## src/rtl/pim_pkg.sv

```systemverilog
// Shared types for the PIM crossbar sequencer: FSM state encoding and the result FIFO entry.
package pim_pkg;

  localparam int PIM_ADC_P = 8;
  localparam int PIM_DEPTH = 5;

  typedef enum logic [1:0] {
    ST_IDLE  = 2'd0,
    ST_ISSUE = 2'd1,
    ST_DRAIN = 2'd2
  } pim_state_e;

  typedef struct packed {
    logic [PIM_ADC_P-1:0] data;
    logic [PIM_DEPTH-1:0] addr;
    logic                 last;
  } res_entry_t;

  // ADC codes are two's complement when rectification is enabled.
  function automatic logic [PIM_ADC_P-1:0] relu_clamp(input logic [PIM_ADC_P-1:0] v);
    return v[PIM_ADC_P-1] ? '0 : v;
  endfunction

endpackage

```

## src/rtl/pim_res_fifo.sv

```systemverilog
// Result FIFO for the crossbar sequencer: registered storage, head presented directly,
// occupancy exported so the issuer can reserve space before launching a column.
module pim_res_fifo
  import pim_pkg::*;
#(
  parameter int DEPTH = 4
) (
  input  logic                         clk,
  input  logic                         rst,
  input  logic                         push,
  input  res_entry_t                   push_data,
  input  logic                         pop,
  output res_entry_t                   q,
  output logic                         valid,
  output logic [$clog2(DEPTH+1)-1:0]   count
);

  localparam int CW = $clog2(DEPTH + 1);
  localparam int PW = (DEPTH > 1) ? $clog2(DEPTH) : 1;

  res_entry_t     mem [DEPTH];
  logic [PW-1:0]  wr_ptr;
  logic [PW-1:0]  rd_ptr;
  logic [CW-1:0]  cnt;

  always_ff @(posedge clk or negedge rst) begin
    if (!rst) begin
      wr_ptr <= '0;
      rd_ptr <= '0;
      cnt    <= '0;
      for (int i = 0; i < DEPTH; i++) mem[i] <= '0;
    end else begin
      if (push) begin
        mem[wr_ptr] <= push_data;
        wr_ptr      <= (wr_ptr == PW'(DEPTH - 1)) ? '0 : wr_ptr + PW'(1);
      end
      if (pop) rd_ptr <= (rd_ptr == PW'(DEPTH - 1)) ? '0 : rd_ptr + PW'(1);
      case ({push, pop})
        2'b10:   cnt <= cnt + CW'(1);
        2'b01:   cnt <= cnt - CW'(1);
        default: cnt <= cnt;
      endcase
    end
  end

  assign q     = mem[rd_ptr];
  assign valid = (cnt != '0);
  assign count = cnt;

endmodule

```

## src/rtl/pim_conv_seq.sv

```systemverilog
// PIM crossbar sweep sequencer: latches a feature vector, issues every column under FIFO credit,
// captures ADC results after LAT cycles. Build option PIM_RELU_EN rectifies signed ADC codes.
//
// state | meaning
// IDLE  | ready for a new feature vector
// ISSUE | sweeping column addresses while credit allows
// DRAIN | sweep issued, waiting for in-flight results to land in the FIFO
module pim_conv_seq
  import pim_pkg::*;
#(
  parameter int INPUT_SIZE = 192,
  parameter int DEPTH      = PIM_DEPTH,
  parameter int ADC_P      = PIM_ADC_P,
  parameter int LAT        = 1,
  parameter int FIFO_DEPTH = 4
) (
  input  logic                  clk,
  input  logic                  rst,
  input  logic                  in_valid,
  output logic                  in_ready,
  input  logic [INPUT_SIZE-1:0] in_feature,
  output logic                  pim_en,
  output logic [DEPTH-1:0]      pim_addr,
  output logic [INPUT_SIZE-1:0] pim_feature,
  input  logic [ADC_P-1:0]      pim_result,
  output logic                  out_valid,
  input  logic                  out_ready,
  output logic [ADC_P-1:0]      out_data,
  output logic [DEPTH-1:0]      out_addr,
  output logic                  out_last,
  output logic                  busy
);

  localparam int COLS = 2 ** DEPTH;
  localparam int CW   = $clog2(FIFO_DEPTH + 1);
  localparam logic [1:0] IDLE  = ST_IDLE;
  localparam logic [1:0] ISSUE = ST_ISSUE;
  localparam logic [1:0] DRAIN = ST_DRAIN;
  localparam logic [DEPTH-1:0] LAST_COL = DEPTH'(COLS - 1);

  logic [1:0]            state;
  logic [DEPTH-1:0]      col;
  logic [INPUT_SIZE-1:0] feat_q;
  logic [CW-1:0]         inflight;
  logic [CW-1:0]         inflight_nx;
  logic [CW-1:0]         fifo_count;
  logic [LAT-1:0]        sr_v;
  logic [DEPTH-1:0]      sr_a [LAT];
  logic                  issue;
  logic                  cap_v;
  logic [DEPTH-1:0]      cap_a;
  logic [ADC_P-1:0]      cap_d;
  logic                  fifo_valid;
  logic                  pop;
  res_entry_t            push_e;
  res_entry_t            head;

  // Reserve a FIFO slot for every in-flight column so a stalled consumer never drops a result.
  assign issue = (state == ISSUE) && ((int'(fifo_count) + int'(inflight)) < FIFO_DEPTH);
  assign cap_v = sr_v[LAT-1];
  assign cap_a = sr_a[LAT-1];

`ifdef PIM_RELU_EN
  assign cap_d = relu_clamp(pim_result);
`else
  assign cap_d = pim_result;
`endif

  assign push_e = '{data: cap_d, addr: cap_a, last: (cap_a == LAST_COL)};

  always_comb begin
    inflight_nx = inflight;
    if (issue && !cap_v)      inflight_nx = inflight + CW'(1);
    else if (!issue && cap_v) inflight_nx = inflight - CW'(1);
  end

  always_ff @(posedge clk or negedge rst) begin
    if (!rst) begin
      sr_v <= '0;
      for (int i = 0; i < LAT; i++) sr_a[i] <= '0;
      inflight <= '0;
    end else begin
      sr_v[0] <= issue;
      sr_a[0] <= col;
      for (int i = 1; i < LAT; i++) begin
        sr_v[i] <= sr_v[i-1];
        sr_a[i] <= sr_a[i-1];
      end
      inflight <= inflight_nx;
    end
  end

  always_ff @(posedge clk or negedge rst) begin
    if (!rst) begin
      state  <= IDLE;
      col    <= '0;
      feat_q <= '0;
    end else begin
      case (state)
        IDLE: if (in_valid) begin
          feat_q <= in_feature;
          col    <= '0;
          state  <= ISSUE;
        end
        ISSUE: if (issue) begin
          col <= col + DEPTH'(1);
          if (col == LAST_COL) state <= DRAIN;
        end
        DRAIN: if (inflight_nx == '0) state <= IDLE;
        default: state <= IDLE;
      endcase
    end
  end

  pim_res_fifo #(.DEPTH(FIFO_DEPTH)) u_fifo (
    .clk       (clk),
    .rst       (rst),
    .push      (cap_v),
    .push_data (push_e),
    .pop       (pop),
    .q         (head),
    .valid     (fifo_valid),
    .count     (fifo_count)
  );

  assign pop         = fifo_valid && out_ready;
  assign in_ready    = (state == IDLE);
  assign pim_en      = issue;
  assign pim_addr    = col;
  assign pim_feature = feat_q;
  assign out_valid   = fifo_valid;
  assign out_data    = head.data;
  assign out_addr    = head.addr;
  assign out_last    = head.last;
  assign busy        = (state != IDLE) || fifo_valid;

endmodule
```

## config.mk

```make
export PLATFORM = sky130hd
export DESIGN_NAME = pim_conv_seq
export DESIGN_NICKNAME = d
export VERILOG_FILES = /design/src/rtl/pim_pkg.sv /design/src/rtl/pim_res_fifo.sv /design/src/rtl/pim_conv_seq.sv
export SDC_FILE = /design/constraint.sdc
export NUM_CORES = 1
export LEC_CHECK = 0
export ABC_CLOCK_PERIOD_IN_PS = 2450
export BUFFER_PORTS_ARGS = -buffer_cell sky130_fd_sc_hd__buf_4
export CAP_MARGIN = 0
export CORE_MARGIN = 2
export CORE_UTILIZATION = 45
export DETAILED_ROUTE_END_ITERATION = 8
export GPL_ROUTABILITY_DRIVEN = 0
export PLACE_DENSITY = 0.74
export SLEW_MARGIN = 20
export SYNTH_ARGS = -nofsm -noshare
export SYNTH_HDL_FRONTEND = slang
export SYNTH_SLANG_ARGS = --single-unit
```

## constraint.sdc

```tcl
create_clock -name clk -period 2.45 [get_ports clk]
set_input_delay 0.6125 -clock clk [delete_from_list [all_inputs] [get_ports clk]]
set_output_delay 0.6125 -clock clk [all_outputs]
set_load 0.01 [all_outputs]
```

==> results_dict.tcl <==
set metrics [dict create \
    crit_path_max_fanout 3 \
    ys_warn_count 0 \
    synthCells 661 \
    relSlewSlack 0.5249 \
    r2r_cells 10 \
    power_mw 20.43 \
    drtIter0Drc 316 \
    netlist_top_cells_area "dfrtp_1, mux2_4, mux2_2" \
    run_status "finished clean" \
    period_minus_slack_ns 2.421 \
    cts_tree "yes" \
    power_switching_mw 6.264 \
    rrSetupSlack_ns 0.34 \
    cts_buffer_depth 3 \
    finClkSkew_ns 0.009458 \
    gr-usage-met3 0.06679 \
    cts-root-buf "clkbuf_16" \
    synth-async-reset-ratio 1.000 \
    hold_violations 0 \
    register_area_um2 6785 \
    first_pass_iters 4 \
    internal_power_mw 14.17 \
    grt_max_degree 67 \
    arrival_ns 1.81 \
    tightestPinTransition_ns 0.7110 \
    die_h_um 163.4 \
    syn_nets 878 \
    use_met1 0.2584 \
    crit_type "reg -> out" \
    grt_use_met2 0.3650 \
    grt_pass1_vias 7906 \
    finalMaxSlewViolations 0 \
    syn-cell-area_um2 11440 \
    fill_cells 1850 \
    final_common_cell "buf_4" \
    clock_latency_ns 0.54 \
    synth_top_area_share 0.5929 \
    syn2layout_area_growth_pct 39.43 \
    reg2reg_from "u_fifo.count[2]" \
    min_path_type "in -> async" \
    drtAntennaViolNets 0 \
    rsz0062_at_grt "yes" \
    placed_cells 1403 \
    numCtsBuffers 29 \
    synth_seq_area_share 0.5929 \
    top_usage_layer "met2" \
    period_share 0.9880 \
    dieArea_um2 26710 \
    grt-ovfl-total 0 \
    cp.required_ns 1.84 \
    fin_nets 1327 \
    fin_cells 1455 \
    worstSetupEndpoint "busy" \
    ir_worst_vdd_mv 0.7558 \
    cap_violations 0 \
    initial_core_util 0.4569 \
    die_w_um 163.4 \
    layout_common_cells "buf_4, dfrtp_1, mux2_4" \
    antenna_found_initial 0 \
    core_region_area_um2 25040 \
    wl_per_cell_um 20.39 \
    hpwl_mm 21.89 \
    drcViolationCount 0 \
    grt_pass1_wl_mm 44.73 \
    cts_sinks 271 \
    multi_input_area_um2 4278 \
    place_area_um2 14920 \
    rr_endpoint "u_fifo.count[2]" \
    power.combinational.fraction 0.413 \
    synth-edff-count 0 \
    ys_ff_latch 271 \
    pwr-share-seq 0.384 \
    io-pin-count 419 \
    vias_per_cell 4.996 \
    grt_use_total 0.2150 \
    synth.largest_area_cell "dfrtp_1" \
    drive_above_1_share 0.6738 \
    start_kind "flop" \
    synth_area_per_cell_um2 17.30 \
    ys_types 36 \
    setup_violations 0 \
    fmax_mhz 413.1 \
    portBuffers 418 \
    num_antenna_cells 0 \
    htree_num_levels 1 \
    crit_start "u_fifo.count[2]" \
    setup.worst_path.end_class "output pin" \
    power_density_nw_per_um2 1281 \
    rows 58 \
    clk_pin_slew_ns 0.06 \
    holdBufCountCts 0 \
    final_area_um2 15950 \
    wl_mm 29.67 \
    swShare 0.3065 \
    route.vias.total 7269 \
    power_leakage_nw 7.968 \
    synth_flop_cell "dfrtp_1" \
    clockPowerShare 0.203 \
    final_util 0.6370 \
]
[area by class of cell]
cell class,count,area share
Clock buffer,37,0.04738
Clock inverter,9,0.007767
Inverter,10,0.002354
Multi-Input combinational cell,349,0.2682
Sequential cell,271,0.4254
Tap cell,330,0.02589
Timing Repair Buffer,449,0.2230
[cell families (layout without fill, tap and decap cells)]
family / Yosys count / after routing / share of synthesized area
flops: 271 / 271 / 0.5929
mux: 260 / 260 / 0.3179
compound gates: 21 / 21 / 0.01127
buf+inv: 41 / 505 / 0.03697
xor+xnor: 7 / 7 / 0.005360
fa+ha+maj: 13 / 13 / 0.01488
simple gates: 48 / 48 / 0.02078
[sequential cells by signal, summed over array words and instances (netlist names)]
name and flops:
cap_v 1, u_fifo.rd_ptr 2, pim_addr 5, u_fifo.count 3, u_fifo.wr_ptr 2, inflight 3
state 2, cap_a 5, pim_feature 192, u_fifo.mem 56
[worst min path at each step]
stage / start / end / slack (ns) / depth (start not counted)
2_1_floorplan: rst / cap_a[0] / 0.32 / 0
3_3_place_gp: pim_addr[4] / cap_a[4] / 0.46 / 0
3_5_place_dp: pim_addr[4] / cap_a[4] / 0.46 / 0
4_1_cts: rst / pim_feature[146] / 0.03 / 1
5_1_grt: rst / pim_feature[146] / 0.04 / 1
6_report: rst / pim_feature[146] / 0.03 / 1
[power by group through the flow]
stage               Sequential [mW]  Combinational [mW]  Clock [mW]
global route                   8.10                8.98        4.48
CTS                            7.83                8.36        4.26
global placement               7.79                8.03           0
detailed placement             7.86                8.19           0
floorplan                      8.24                3.68           0
finish                         7.85                8.43        4.16
[stage by stage]
stage | TNS, ns | hold WS [ns] | setup slack [ns]
floorplan | 0 | 0.3169 | 0.4399
finish | 0 | 0.03161 | 0.02931
detailed placement | 0 | 0.4634 | 0.3855
CTS | 0 | 0.03200 | 0.008081
global route | -0.09243 | 0.04236 | -0.02879
global placement | 0 | 0.4576 | 0.4555
[what timing repair did]
action | in CTS | in global routing
gates resized for setup | 7 | 13
pin swaps | 2 | 1
cloned | 0 | 1
buffers inserted | 3 | 2
endpoints found under the setup margin | 16 | 12
[worst max-delay path: stages (launching register included)]
cell     delay (ns)
dfrtp_1        0.43
or3_4          0.39
or3_4          0.34
buf_6          0.13
[cell usage after synthesis (all sizes together), types with 5 or more instances]
library cell / number
mux2: 245
o21ai: 10
inv: 10
nor2: 7
dfrtp: 271
mux4: 14
nand2: 17
ha: 12
or3: 5
buf: 30
[layer usage]
metal	up-vias	part of all wire	wire, um
met5	-	0	0
met4	0	0.034	996
met3	59	0.094	2776
met2	321	0.50	14750
met1	3652	0.38	11150
li1	3237	-	-
(Power assumes the default switching activity.)
